File: config.mk
export PLATFORM = sky130hd
export DESIGN_NAME = scene_sequencer
export DESIGN_NICKNAME = d
export VERILOG_FILES = /design/src/rtl/scene_sequencer.sv
export SDC_FILE = /design/constraint.sdc
export NUM_CORES = 1
export LEC_CHECK = 0
export ABC_AREA = 1
export CAP_MARGIN = 40
export CORE_MARGIN = 1
export CORE_UTILIZATION = 52
export DETAILED_ROUTE_END_ITERATION = 12
export GPL_ROUTABILITY_DRIVEN = 0
export HOLD_SLACK_MARGIN = 0.15
export PLACE_DENSITY = 0.88
export SYNTH_ARGS = -nofsm -noshare
export SYNTH_HDL_FRONTEND = slang
export SYNTH_SLANG_ARGS = --single-unit
File: constraint.sdc
create_clock -name ANIM_Clk -period 2.7 [get_ports ANIM_Clk]
set_clock_uncertainty 0.2 [all_clocks]
set_input_delay 0.54 -clock ANIM_Clk [delete_from_list [all_inputs] [get_ports ANIM_Clk]]
set_output_delay 0.54 -clock ANIM_Clk [all_outputs]
set_load 0.05 [all_outputs]
File: src/rtl/scene_sequencer.sv
// -----------------------------------------------------------------------------
// scene_sequencer
// Game-flow scheduler on the animation tick. It plays the dog intro, launches
// ducks one at a time, tallies hits per round, and decides round advance or
// game over.
//
// Ports
//   ANIM_Clk      in   animation tick clock
//   Reset         in   asynchronous, active-high
//   Start         in   start/restart request (honoured in IDLE and OVER only)
//   Dog_Done      in   dog_control is in its hold state
//   Duck_Hit      in   current duck shot
//   Duck_Escaped  in   current duck left the screen
//   Dog_Run       out  Run level to dog_control (high in INTRO)
//   Duck_Launch   out  one-tick launch strobe
//   Round[3:0]    out  current round, 1-based
//   Duck_Idx[3:0] out  ducks launched this round
//   Hits[3:0]     out  hits this round
//   Last_Hit      out  result of the most recent duck
//   Scene[2:0]    out  state code for sprite/HUD muxing
//   Game_Over     out  high in OVER
//   Win           out  high in OVER when every round was cleared
//
// Build option
//   SCENE_INTRO_ONCE_EN  when defined, the intro plays only before round 1;
//                        later rounds go RND_END -> LAUNCH directly.
// -----------------------------------------------------------------------------
module scene_sequencer #(
  parameter int DUCKS_PER_ROUND = 10,
  parameter int NUM_ROUNDS      = 5,
  parameter int MIN_HITS        = 6,
  parameter int INTRO_TIMEOUT   = 255,
  parameter int FLIGHT_TIMEOUT  = 200,
  parameter int RESULT_TICKS    = 16
) (
  input  logic       ANIM_Clk,
  input  logic       Reset,
  input  logic       Start,
  input  logic       Dog_Done,
  input  logic       Duck_Hit,
  input  logic       Duck_Escaped,
  output logic       Dog_Run,
  output logic       Duck_Launch,
  output logic [3:0] Round,
  output logic [3:0] Duck_Idx,
  output logic [3:0] Hits,
  output logic       Last_Hit,
  output logic [2:0] Scene,
  output logic       Game_Over,
  output logic       Win
);

  typedef enum logic [2:0] {
    S_IDLE    = 3'd0,
    S_INTRO   = 3'd1,
    S_LAUNCH  = 3'd2,
    S_FLIGHT  = 3'd3,
    S_RESULT  = 3'd4,
    S_RND_END = 3'd5,
    S_OVER    = 3'd6
  } state_t;

  localparam logic [3:0] DPR      = 4'(DUCKS_PER_ROUND);
  localparam logic [3:0] NRND     = 4'(NUM_ROUNDS);
  localparam logic [3:0] MINH     = 4'(MIN_HITS);
  localparam logic [7:0] INTRO_TO = 8'(INTRO_TIMEOUT);
  localparam logic [7:0] FLT_TO   = 8'(FLIGHT_TIMEOUT);
  // tmr is 0 on entry, so the last RESULT tick is RESULT_TICKS-1
  localparam logic [7:0] RES_LAST = 8'(RESULT_TICKS - 1);

  state_t     state, nxt;
  logic [7:0] tmr;
  logic       dog_run_d, launch_d, over_d;

  // state register plus the registered decode outputs
  always_ff @(posedge ANIM_Clk or posedge Reset) begin
    if (Reset) begin
      state       <= S_IDLE;
      Dog_Run     <= 1'b0;
      Duck_Launch <= 1'b0;
      Game_Over   <= 1'b0;
    end else begin
      state       <= nxt;
      Dog_Run     <= dog_run_d;
      Duck_Launch <= launch_d;
      Game_Over   <= over_d;
    end
  end

  // next-state logic
  always_comb begin
    nxt = state;
    case (state)
      S_IDLE:    if (Start) nxt = S_INTRO;
      S_INTRO:   if (Dog_Done || tmr == INTRO_TO) nxt = S_LAUNCH;
      S_LAUNCH:  nxt = S_FLIGHT;
      S_FLIGHT:  if (Duck_Hit || Duck_Escaped || tmr == FLT_TO) nxt = S_RESULT;
      S_RESULT:  if (tmr == RES_LAST) nxt = (Duck_Idx < DPR) ? S_LAUNCH : S_RND_END;
      S_RND_END: begin
        if (Hits < MINH || Round == NRND) nxt = S_OVER;
`ifdef SCENE_INTRO_ONCE_EN
        else                              nxt = S_LAUNCH;
`else
        else                              nxt = S_INTRO;
`endif
      end
      S_OVER:    if (Start) nxt = S_INTRO;
      default:   nxt = S_IDLE;
    endcase
  end

  // output decode from the next state so the registered outputs change in
  // the same tick as the state (Dog_Run drops on the INTRO->LAUNCH edge)
  always_comb begin
    dog_run_d = (nxt == S_INTRO);
    launch_d  = (nxt == S_LAUNCH);
    over_d    = (nxt == S_OVER);
  end

  assign Scene = state;

  // tick timer and game counters
  always_ff @(posedge ANIM_Clk or posedge Reset) begin
    if (Reset) begin
      tmr      <= 8'd0;
      Round    <= 4'd1;
      Duck_Idx <= 4'd0;
      Hits     <= 4'd0;
      Last_Hit <= 1'b0;
      Win      <= 1'b0;
    end else begin
      if (nxt != state)     tmr <= 8'd0;
      else if (tmr != 8'hFF) tmr <= tmr + 8'd1;

      case (state)
        S_IDLE, S_OVER: begin
          if (nxt == S_INTRO) begin
            Round    <= 4'd1;
            Duck_Idx <= 4'd0;
            Hits     <= 4'd0;
            Last_Hit <= 1'b0;
            Win      <= 1'b0;
          end
        end
        S_INTRO, S_RESULT: begin
          if (nxt == S_LAUNCH) Duck_Idx <= Duck_Idx + 4'd1;
        end
        S_FLIGHT: begin
          // a hit outranks a simultaneous escape
          if (Duck_Hit) begin
            Last_Hit <= 1'b1;
            Hits     <= Hits + 4'd1;
          end else if (nxt == S_RESULT) begin
            Last_Hit <= 1'b0;
          end
        end
        S_RND_END: begin
          if (nxt == S_OVER) begin
            Win <= (Hits >= MINH);
          end else begin
            Round <= Round + 4'd1;
            Hits  <= 4'd0;
            // skipping the intro means this edge is also the first launch
            Duck_Idx <= (nxt == S_LAUNCH) ? 4'd1 : 4'd0;
          end
        end
        default: ;
      endcase
    end
  end

endmodule

# Word-level counts from Yosys, hierarchy flattened
# Cells that the tools add are included.
[word_totals] word_cells=82 reg_bits=28 out_inout_bits=20 in_bits=6
[op_classes] reduce_logical=17 n_eq_ne=22 addsub=4 order_cmp=3 n_mux=26
[op_table] operator="$mux 4" count=7
[op_table] operator="$pmux 4 s3" count=2
[op_table] operator="$mux 3" count=6
[op_table] operator="$pmux 3 s6" count=1
[op_table] operator="$eq 8x8->1 const B" count=2
[op_table] operator="$mux 8" count=2
[op_table] operator="$eq 3x3->1 const B" count=5
[op_table] operator="$add 4x1->4 const B" count=3
[op_table] operator="$eq 3x2->1 const B" count=3
[op_table] operator="$reduce_and 3->1" count=3
[op_table] operator="$add 8x1->8 const B" count=1
[op_table] operator="$eq 8x4->1 const B" count=1
[op_table] operator="$ne 2x2->1 const B" count=4
[op_table] operator="$ne 8x8->1 const B" count=1
[op_table] operator="$pmux 4 s2" count=1
[op_table] operator="$reduce_and 4->1" count=2
[op_table] operator="$eq 3x1->1 const B" count=2
[op_table] operator="$reduce_bool 2->1" count=3
[op_table] operator="$reduce_bool 3->1" count=2
[op_table] operator="$mux 1" count=5
[op_table] operator="$eq 4x3->1 const B" count=1
[op_table] operator="$ge 4x3->1 const B" count=1
[op_table] operator="$logic_or 1x1->1" count=4
[op_table] operator="$lt 4x3->1 const B" count=1
[op_table] operator="7 further kinds" count=9

# Depth between registers and ports, before layout
# Gate-level depths: netlist (run 1).
[depth] word_depth=8 depth_mapped=13 ltp_nobuf=13

# Least setup slack after synthesis (run 1)
# Ideal clock, no wire load.
[synth_path] path_kind="flip-flop to flip-flop" from="register Round[1]" to="register tmr[7]" n_path_buf=0 setup_slack_ns=0.591 setup_time_ns=0.122 path_stages_with_launch=11 arrival_time_ns=1.786 required_time_ns=2.378 synth_period_minus_slack_ns=2.109 cell_sequence="dfrtp_1 inv_1 ha_1 nand3_1 nand2_1 nand2_4 o21ai_2 a21oi_1 o21ai_2 nand2_4 nor2_2"
[synth_via] elab_chain_len=6 elab_cells_between_ends=7 cone_classes="eq/ne (2); mux (3); reduce/logical (2)"
[synth_rtl] element="from (decl)" line="44" text="output logic [3:0] Round,"
[synth_rtl] element="from (signal assigned)" line="161" text="Round <= Round + 4'd1;"
[synth_rtl] element="$eq 4x3->1 (*)" line="100" text="if (Hits < MINH || Round == NRND) nxt = S_OVER;"
[synth_rtl] element="$logic_or 1x1->1 (*)" line="100"
[synth_rtl] element="$mux 3 (*)" line="100"
[synth_rtl] element="$pmux 3 s6 (*)" line="93" text="case (state)"
[synth_rtl] element="$ne 3x3->1 (*)" line="132" text="if (nxt != state) tmr <= 8'd0;"
[synth_rtl] element="$mux 8 or $reduce_bool 2->1 (tied branches)"
[synth_rtl] element="to (signal assigned)" line="133" text="else if (tmr != 8'hFF) tmr <= tmr + 8'd1;"
[synth_rtl] element="to (decl)" line="72" text="logic [7:0] tmr;"
# Every way passes the cells marked *; elsewhere a longest branch is shown, timed or not.
# A chain may end at the register's enable or synchronous reset.

# Worst setup path after layout (run 1)
[layout_path] from="register Round[0]" to="output Round[0]"
# No word-level cell between the ends.

==> flow_metrics.tcl, run 1 <==
set metrics [dict create \
    placed_area_sq_mm 0.00210 \
    placed_cells_incl_taps 289 \
    grt_overflow 0 \
    drt-total-wl_microns 3360 \
    die_h_microns 60.6 \
    fin_cells 293 \
    diodes 0 \
    cp_max_fo 6 \
    antenna_found_initial 0 \
    synth_mux_area_share_pct 0 \
    fin_crit_sh_pct 92.5 \
    syn_avg_cell_area_sq_um 8.14 \
    slew_violations 0 \
    layout_commonest_cell "nand2_1" \
    cp-start-kind "flop" \
    maxCapViolCount 0 \
    post_cts_buffers 0 \
    worst_slew_pin_slew_ns 0.499 \
    path_delay_family "buffers and inverters" \
    synth-compound-area-share_pct 8.84 \
    path_cells "clkdlybuf4s50_1" \
    hold_class "reg2reg" \
    setup_viol 0 \
    syn_inst 219 \
    crit_buf_inv 1 \
    clock_latency_ns 0.33 \
    gr-usage-met2_pct 34.2 \
    globalRoute.busiestLayer "met2" \
    grt_use_total_pct 21.0 \
    cp.required_ns 1.96 \
    yosys.area_share.simple_pct 38.1 \
    dp_hpwl_microns 2620 \
    grt_pass1_wl_microns 5840 \
    nets 263 \
    die_area_sq_mm 0.00367 \
    synth_area_sq_mm 0.00178 \
    synthXorXnorAreaFrac_pct 2.46 \
    yosysWarnings 0 \
    drt-pass1-iter-count 4 \
    relSlewSlack_pct 66.6 \
    fin_ws_ns 0.204 \
    die_w_microns 60.6 \
    cts_tree "built" \
    first_iter_violations 66 \
    num_vias 1515 \
    cts_root_buf "clkbuf_4" \
    ant_nets 0 \
    worstSetupPathType "reg2out" \
    grt_pass1_vias 1380 \
    ys_types 32 \
    io_pins 26 \
    initial_core_util_pct 56.5 \
    drc 0 \
    hold_viol_final 0 \
    core_area_sq_mm 0.00315 \
    cts_max_level 1 \
    ir_worst_vdd_uv 578 \
    rows 20 \
    met3_usage_pct 2.13 \
    holdBufCountCts 0 \
    grt_max_degree 29 \
    cts_buffers 3 \
    outcome "finished, final reports clean" \
    viasPerCell 5.17 \
    clkSinkCount 28 \
    ctsResizeCount 0 \
    slowest_delay_ns 0.81 \
    portBuffers 25 \
    wire_per_inst_microns 11.5 \
    power.density_mw_per_mm2 1020 \
    synth_top_family_by_area "simple AND/OR/NAND/NOR gates" \
    synth.yosys.seq_area_share_pct 39.4 \
    drive_gt1_share_pct 18.5 \
    path_clk_slew_ns 0.15 \
    post-route-min-period_ns 2.50 \
    rsz0062_at_grt "false" \
    slowest_stage "clkdlybuf4s50_1" \
    whs_ns 0.313 \
    leakagePower_nw 0.996 \
    yosys.area_share.adder_pct 4.91 \
    max_freq_mhz 401 \
    synth_seq_cells 28 \
    syn2layout_area_growth_pct 19.6 \
    end_kind "output port" \
    stdcell_area_sq_mm 0.00213 \
    syn-num-nets 232 \
    tns_ns 0 \
    worst-endpoint-arrival_ns 1.76 \
    dp_slack_ns 0.585 \
    clockBufferDepth 2 \
    grt.met1_usage_pct 29.0 \
    final_cell_mix "nand2_1 (51), dfrtp_1 (27), clkdlybuf4s50_1 (25)" \
]
[synthesized netlist by cell type]
master | instances | area [sq um]
a21oi_1 | 4 | 20.0
dfrtp_1 | 27 | 676
dfstp_2 | 1 | 26.3
ha_1 | 7 | 87.6
inv_1 | 23 | 86.3
inv_2 | 7 | 26.3
nand2_1 | 51 | 191
nand2_2 | 4 | 25.0
nand2_4 | 3 | 33.8
nand3_1 | 18 | 90.1
nand3_2 | 3 | 30.0
nand3_4 | 2 | 35.0
nand3b_4 | 1 | 20.0
nand4_1 | 2 | 12.5
nand4_2 | 1 | 12.5
nor2_1 | 15 | 56.3
nor2_2 | 9 | 56.3
nor2_4 | 2 | 22.5
nor2_8 | 2 | 40.0
nor3_1 | 2 | 10.0
nor3_2 | 1 | 10.0
o211ai_1 | 1 | 7.51
o21a_1 | 1 | 7.51
o21ai_0 | 11 | 55.1
o21ai_1 | 7 | 35.0
o21ai_2 | 2 | 17.5
o31ai_1 | 2 | 15.0
or2_1 | 1 | 6.26
or2_2 | 3 | 18.8
or3b_1 | 1 | 8.76
xnor2_1 | 3 | 26.3
xor2_1 | 2 | 17.5
[registers in the layout, indices dropped and copies added (netlist names)]
register	cells
Duck_Launch	1
Scene	3
Last_Hit	1
tmr	8
Hits	4
Win	1
Round	4
Dog_Run	1
Duck_Idx	4
Game_Over	1
[area by class of cell]
| type | instances | area [sq um] |
|---|---|---|
| clock buffers | 4 | 36.3 |
| fillers | 279 | 1020 |
| inverters | 30 | 113 |
| flip-flops and latches | 28 | 702 |
| multi-input cells | 161 | 968 |
| well taps | 44 | 55.1 |
| repair buffers | 26 | 258 |
[where the power goes]
| part | internal, mW | switching [mW] |
|---|---|---|
| sequential | 0.517 | 0.114 |
| combinational | 0.434 | 0.899 |
| clock | 0.0828 | 0.125 |
| total | 1.03 | 1.14 |
[tightest hold or removal path: stages (launching register included)]
cell,delay [ns]
dfrtp_1,0.38
nand2_1,0.05
o21ai_1,0.06
[kinds of logic (layout without fill, tap and decap cells)]
| logic type | count (synthesis) | in the layout |
|---|---|---|
| compound gates | 28 | 28 |
| xor+xnor | 5 | 5 |
| fa+ha+maj | 7 | 7 |
| buf+inv | 30 | 60 |
| flops | 28 | 28 |
| simple gates | 121 | 121 |
[metal layers]
layer	up-vias	part of all wire, %
li1	771	-
met1	706	48
met2	32	47
met3	6	3.2
met4	0	1.5
met5	-	0
[per-stage QoR]
stage	util, %	total power, mW
CTS	67.6	2.18
detailed placement	66.5	1.97
global route	67.6	2.32
global placement	66.5	1.93
floorplan	-	1.63
finish	67.6	2.17
[final timing paths]
check / slack (ns) / startpoint / depth (start not counted) / to
setup / recovery: 0.20 / Round[0] / 1 / Round[0]
hold / removal: 0.31 / Win / 2 / Win
setup reg to reg: 0.68 / tmr[0] / 11 / Duck_Idx[1]
hold reg to reg: 0.31 / Win / 2 / Win
max in group asynchronous: 1.66 / Reset / 3 / Round[0]
min in group asynchronous: 0.35 / Reset / 3 / tmr[3]
Note: power is estimated with default switching activity, not from simulation.
==> inputs of run 2 (changes only) <==
CAP_MARGIN = 10   (was 40)
CTS_CLUSTER_SIZE = 20   (was unset)
SKIP_LAST_GASP = 1   (was unset)
==> results of run 2 <==
Final layout, timing and power as in run 1 (identical DEF).
==> inputs of run 3 (changes only) <==
CORE_MARGIN = 1.5   (was 1)
==> run 3 against run 2 <==
Flip-flop and latch count stayed put; sequential share of layout area barely moved; core utilization is 3.1 points lower; fmax shrank 0.75%; worst setup slack worse by 0.019 ns; clock power is 2% lower; first-iteration DRC count is 33% lower; design area rose by 0.12%; register-to-register slack got worse by 0.04 ns; via count increased by 0.33%; clock-buffer cell count is the same; wire length barely moved; largest power group unchanged.
==> flow_metrics.tcl, run 3 (synthesized netlist as in run 1, its figures left out) <==
set metrics [dict create \
    outcome "finished, final reports clean" \
    cts_max_level 1 \
    relSlewSlack_pct 66.5 \
    layout_commonest_cell "nand2_1" \
    path_cells "clkdlybuf4s50_1" \
    cts_tree "built" \
    fin_crit_sh_pct 93.1 \
    grt_max_degree 29 \
    io_pins 26 \
    r2r.worst_path.cells 8 \
    cp-start-kind "flop" \
    r2r-end "Scene[1]" \
    grt_overflow 0 \
    slowest_stage "clkdlybuf4s50_1" \
    cp.required_ns 1.96 \
    fin_cells 295 \
    nets 263 \
    whs_path_depth 2 \
    critPathLaunch "Scene[2]" \
    ant_nets 0 \
    cp_max_fo 7 \
    wire_per_inst_microns 11.4 \
    path_delay_family "buffers and inverters" \
    crit_buf_inv 1 \
    rows 21 \
    r2r-start "tmr[0]" \
    cts_buffers 3 \
    viasPerCell 5.15 \
    hold_class "reg2reg" \
    ctsResizeCount 0 \
    num_vias 1520 \
    rsz0062_at_grt "false" \
    slew_violations 0 \
    min_to "Last_Hit" \
    antenna_found_initial 0 \
    grt_use_total_pct 20.5 \
    power_mw 2.16 \
    post-route-min-period_ns 2.51 \
    whs_ns 0.310 \
    clkSinkCount 28 \
    worst_slew_pin_slew_ns 0.502 \
    die_w_microns 61.6 \
    maxCapViolCount 0 \
    leakagePower_nw 0.996 \
    diodes 0 \
    hold_viol_final 0 \
    end_kind "output port" \
    portBuffers 25 \
    regMostFlops "tmr" \
    dp_hpwl_microns 2650 \
    slowest_delay_ns 0.87 \
    grt_pass1_vias 1442 \
    setup_viol 0 \
    holdBufCountCts 0 \
    grt_pass1_wl_microns 5850 \
    placed_cells_incl_taps 291 \
    first_iter_violations 44 \
    reg2reg_slack_ns 0.64 \
    post_cts_buffers 0 \
    drc 0 \
    tns_ns 0 \
    worst-endpoint-arrival_ns 1.77 \
    initial_core_util_pct 53.9 \
    n_fill_cell 273 \
    ir_worst_vdd_uv 369 \
    syn2layout_area_growth_pct 19.7 \
    power.density_mw_per_mm2 1010 \
    max_freq_mhz 398 \
    min_from "Last_Hit" \
    clock_latency_ns 0.33 \
    drive_gt1_share_pct 18.5 \
    die_h_microns 61.6 \
    worstSetupPathType "reg2out" \
    drt-total-wl_microns 3360 \
    clockBufferDepth 2 \
    drt-pass1-iter-count 5 \
    cts_root_buf "clkbuf_4" \
    path_clk_slew_ns 0.15 \
    largest_reg_flops 8 \
    core_area_sq_mm 0.00331 \
    die_area_sq_mm 0.00379 \
    final_cell_mix "nand2_1 (51), dfrtp_1 (27), clkdlybuf4s50_1 (25)" \
]
[run 3: cell counts in the layout (fill, tap and decap cells not counted)]
Identical to the previous run, type by type.
[run 3: routing by layer]
metal,GRT usage (%),up-vias,routed length (microns)
li1,-,770,-
met1,24.7,716,1500
met2,35.5,26,1690
met3,3.57,8,100
met4,9.12,0,67
met5,0,-,0
[run 3: how the worst max path moves through the flow]
stage	endpoint	slack, ns	cells after the start
after floorplan	tmr[7]	0.59	10
after global placement	Scene[2]	0.61	1
after detailed placement	Scene[2]	0.57	1
after CTS	Scene[2]	0.18	1
after global routing	Scene[2]	0.10	1
final	Scene[2]	0.19	1
[run 3: power breakdown]
group / total, mW / leakage, nW / internal, mW / switching (mW)
combinational: 1.32 / 0.599 / 0.433 / 0.886
clock: 0.203 / 0.0210 / 0.0827 / 0.121
sequential: 0.634 / 0.377 / 0.517 / 0.117
[run 3: cell type report]
| class | count | area (sq um) | area share, % |
|---|---|---|---|
| Sequential cell | 28 | 702 | 32.9 |
| Timing Repair Buffer | 26 | 258 | 12.1 |
| Tap cell | 46 | 57.6 | 2.70 |
| Clock buffer | 4 | 36.3 | 1.70 |
| Inverter | 30 | 113 | 5.28 |
| Multi-Input combinational cell | 161 | 968 | 45.4 |
[run 3: metrics by stage]
step / area, sq um / worst slack, ns / utilization [%]
2_1_floorplan: 1780 / 0.591 / -
3_3_place_gp: 2100 / 0.606 / 63.4
3_5_place_dp: 2100 / 0.574 / 63.4
4_1_cts: 2130 / 0.183 / 64.5
5_1_grt: 2130 / 0.101 / 64.5
6_report: 2130 / 0.185 / 64.5
[run 3: worst min-delay path, stage by stage (launching register included)]
cell,delay (ns)
dfrtp_1,0.37
o21ai_1,0.07
nand2_1,0.05
==> edit 1: new RTL, config.mk and constraints of run 1 <==
Add a define of `SCENE_INTRO_ONCE_EN`.
--- a/src/rtl/scene_sequencer.sv
+++ b/src/rtl/scene_sequencer.sv
@@ -27,2 +27,4 @@
 // -----------------------------------------------------------------------------
+`define SCENE_INTRO_ONCE_EN
+
 module scene_sequencer #(
Formal check against the unedited RTL: no difference found for any inputs over 10 cycles, from zero or initial values and one cycle with Reset high; that may be too few to reach the edited logic, so the function may still have changed.
==> edit 1 against run 1 <==
- critical endpoint is now Scene[2]
- first-iteration DRC count is 29% lower
- setup slack worse by 0.041 ns
- core utilization up 0.40 points
- synthesized cell count is 9.1% higher
- largest cell class unchanged
- wire length increased by 7.2%
- final cell count increased by 6.8%
- design area increased by 0.59%
- sequential cell count unchanged
- power grew 1.3%
- synthesized area up 0.70%
==> edit 1: results <==
[worst_setup_path]
cp-start-kind = "flip-flop"
reg2reg_slack_ns = 0.43
endpoint = "Scene[2]"
critPathArrivalTime_ns = 1.80
regToRegStartpoint = "tmr[0]"
cp_slowest_stage_delay_ns = 0.87
critPathMaxFanout = 8
critPathTopFamily = "buffers and inverters"
cp_slowest_cell = "clkdlybuf4s50_1"
rr_worst_depth = 12
cp-startpoint = "Scene[2]"
timing.rr.end = "Duck_Idx[0]"

[pwr]
ir_drop_uv = 716
p_leak_uw = 0.00103

[yosys]
ys_async_sr_fraction_pct = 100
synth_fp_nets = 252
ys_top_cells_by_area = "dfrtp_1, nand2_1, inv_1"
synthTopCellsByCount = "nand2_1, inv_1, dfrtp_1, nor2_1, nand3_1"
ys_types = 32
yosysSeqAreaShare_pct = 39.1
syn-instance-count = 239
synthFlopType = "dfrtp_1"
ys_warn_count = 0

[grt]
grt_start_max_net_pins = 29
grt_usage_pct = 21.9
grt_pass1_wl_mm = 5.99
antenna_found_initial = 0
grt_pass1_vias = 1412

[routing]
routed-wl-met2_mm = 1.67
wl_met3_um = 160
wl_met1_mm = 1.71
drt_iter0_markers = 47
drtPass1Iterations = 4
via_count = 1666
avgRoutedWirePerCell_um = 11.5
highest_layer = "met4"
wl_mm = 3.60

[clocking]
cts_resized = 0
cts_root_buf = "clkbuf_4"
clock_path_buffers = 2
clock_latency_ns = 0.33
clk_pin_slew_ns = 0.14
htree_levels = 1

[sta]
max_freq_mhz = 394
slew_headroom_pct = 65.9

[place]
place_hpwl_mm = 2.79
pre_cts_slack_ns = 0.236
port_buffers = 25
place_inst = 309
placed_area_mm2 = 0.00211

[job]
maxCapViolations = 0

[layout]
top_register = "tmr"
largest_register_ffs = 8
drive_above_1_share_pct = 11.9
nets = 283

[outcome]
status = "completed"

[min_path]
worstHoldPathType = "reg2reg"
==> edit 1: routing by layer <==
layer | vias to the layer above | global-route usage (%)
li1 | 831 | -
met1 | 780 | 29.3
met2 | 48 | 36.4
met3 | 7 | 2.77
met4 | 0 | 8.44
met5 | - | 0
==> edit 1: power breakdown <==
part           leakage [uW]  internal, uW  total, uW  switching [uW]
clock network     0.0000210          82.8        206             124
registers          0.000377           521        648             127
logic              0.000632           432       1350             914
==> edit 1: worst min-delay path by stage <==
stage                     slack [ns]  cells past startpoint        to  startpoint
after floorplan                 0.33                      2    tmr[0]      tmr[0]
after global placement          0.27                      2  Last_Hit    Last_Hit
after detailed placement        0.29                      2  Last_Hit    Last_Hit
after CTS                       0.33                      2       Win         Win
after global routing            0.33                      2  Last_Hit    Last_Hit
final                           0.31                      2  Last_Hit    Last_Hit
==> edit 1: worst min-delay path: stages (launching register included) <==
cell	delay [ns]
dfrtp_1	0.38
nand2_1	0.06
nand2_1	0.06
==> edit 1: kinds of logic after synthesis <==
group	count (synthesis)	share of synthesized area, %
compound gates	33	10.5
xor+xnor	2	0.976
fa+ha+maj	7	4.88
buf+inv	39	8.22
flops	28	39.1
simple gates	130	36.3
==> edit 1: area by class of cell <==
type / instances / area [um^2]
Clock buffer: 4 / 36.3
Fill cell: 296 / 1010
Inverter: 39 / 148
Multi-Input combinational cell: 172 / 946
Sequential cell: 28 / 702
Tap cell: 44 / 55.1
Timing Repair Buffer: 26 / 258
==> edit 2: new RTL, flow settings as in run 1 <==
Made on the original files. Reset style: synchronous (`Reset`), changed in 2 clocked blocks. Comments in the files are not updated.
--- a/src/rtl/scene_sequencer.sv
+++ b/src/rtl/scene_sequencer.sv
@@ -75,3 +75,3 @@
   // state register plus the registered decode outputs
-  always_ff @(posedge ANIM_Clk or posedge Reset) begin
+  always_ff @(posedge ANIM_Clk) begin
     if (Reset) begin
@@ -122,3 +122,3 @@
   // tick timer and game counters
-  always_ff @(posedge ANIM_Clk or posedge Reset) begin
+  always_ff @(posedge ANIM_Clk) begin
     if (Reset) begin
Formal check against the unedited RTL: differs if Reset is asserted again (counterexample within 4 cycles, from zero or initial values and one cycle with Reset high); with Reset held inactive, the same outputs for 10 cycles.
==> edit 2 against run 1 <==
- wire length grew 13%
- global-route usage grew 2.6 points
- final cell count is 14% higher
- setup slack lost 0.0093 ns
- first-iteration DRC count down 1.5%
- design area is 2.2% lower
- synthesized area fell by 0.42%
- sequential cell count unchanged
- critical path type unchanged
- critical endpoint is now Scene[2]
- largest cell class unchanged
Power is not compared: it rests on default switching activity, and its combinational part moved more than twofold at a synthesized area within 25%.
==> edit 2: results <==
[clocking]
clock_latency_ns = 0.33
clock_path_buffers = 2
clk_pin_slew_ns = 0.14
cts_root_buf = "clkbuf_4"
cts_resized = 0
htree_levels = 1
cts_setup_buffers = 0
cts_made_buffers = 3

[pwr]
p_leak_uw = 0.000963
ir_drop_uv = 383

[yosys]
synthTopCellsByCount = "nand2_1, inv_1, nor2_1"
synth_fp_nets = 279
ys_warn_count = 0
synth_top_area_share_pct = 31.6
ys_async_sr_fraction_pct = 0
yosysSeqAreaShare_pct = 31.6
ys_top_cells_by_area = "dfxtp_1, nand2_1, inv_1"
ys_types = 29

[grt]
grt_usage_pct = 23.7
antenna_found_initial = 0
grt_start_max_net_pins = 15
grt_pass1_wl_mm = 6.61
grt_pass1_vias = 1586

[layout]
n_antenna_cell = 0
top_register = "tmr"
nets = 306
drive_above_1_share_pct = 10.7
largest_register_ffs = 8

[place]
place_hpwl_mm = 2.97
port_buffers = 25

[min_path]
worstHoldPathType = "reg2reg"

[routing]
drt_iter0_markers = 65
drt-vias-per-instance = 5.17
avgRoutedWirePerCell_um = 11.3
drtPass1Iterations = 4

[worst_setup_path]
critPathArrivalTime_ns = 1.77
critPathTopFamily = "buffers and inverters"
cp_slowest_cell = "clkdlybuf4s50_1"
cp_slowest_stage_delay_ns = 0.87
critPathMaxFanout = 9

[outcome]
status = "completed"

[sta]
worstMarginPinSlew_ns = 0.503
edit 2: changes by cell type after synthesis, moves of 4 or more:
cell,run 1,this run
a21oi_1,4,13
dfrtp_1,27,0
dfxtp_1,0,28
inv_1,23,40
nand2_1,51,69
nand3_1,18,12
nand3_2,3,7
nand4_1,2,10
nor2_1,15,32
nor2_2,9,1
nor3_1,2,7
o21ai_0,11,7
o21ai_1,7,0
xor2_1,2,6
edit 2: final cells by class:
| type | instances | area (um^2) |
|---|---|---|
| Sequential cell | 28 | 561 |
| Clock buffer | 3 | 22.5 |
| Inverter | 44 | 165 |
| Multi-Input combinational cell | 190 | 1020 |
| Tap cell | 44 | 55.1 |
| Timing Repair Buffer | 26 | 258 |
| Fill cell | 293 | 1070 |
edit 2: path summary, 6_finish.rpt:
kind	slack (ns)	to	from	depth (start not counted)
worst max-delay path	0.19	Scene[2]	Scene[2]	1
worst max register to register	0.26	Hits[1]	tmr[0]	14
worst min-delay path	0.28	Last_Hit	Last_Hit	2
worst min register to register	0.28	Last_Hit	Last_Hit	2
edit 2: kinds of logic after synthesis:
| family | synth area share [%] |
|---|---|
| AO/OA/AOI/OAI | 8.17 |
| XOR/XNOR | 2.96 |
| adder cells (fa/ha/maj) | 4.93 |
| buffers and inverters | 10.8 |
| flip-flops | 31.6 |
| AND/OR/NAND/NOR | 41.6 |
edit 2: power breakdown:
group,leakage (uW),internal [uW],total [uW],switching [uW]
registers,0.000228,468,527,59.6
clock network,0.0000138,52.6,174,122
logic,0.000721,216,657,441
total,0.000963,736,1360,622
edit 2: through the flow:
| step | setup WS (ns) | cell area, um^2 | hold WS (ns) | cells |
|---|---|---|---|---|
| final | 0.194 | 2080 | 0.276 | 335 |
| after global routing | 0.0317 | 2080 | 0.299 | 335 |
| after global placement | 0.236 | 2060 | 0.256 | 332 |
| after floorplan | 0.348 | 1780 | 0.258 | 266 |
| after detailed placement | 0.157 | 2060 | 0.261 | 332 |
| after CTS | 0.178 | 2080 | 0.281 | 335 |
edit 2: routing by layer:
metal	share of wire, %	vias up	global-route usage (%)	wire (um)
met1	45	785	28.5	1720
met5	0	-	0	0
met4	2.1	0	10.1	81
met2	48	50	42.9	1830
li1	-	888	-	-
met3	4.3	9	2.13	162
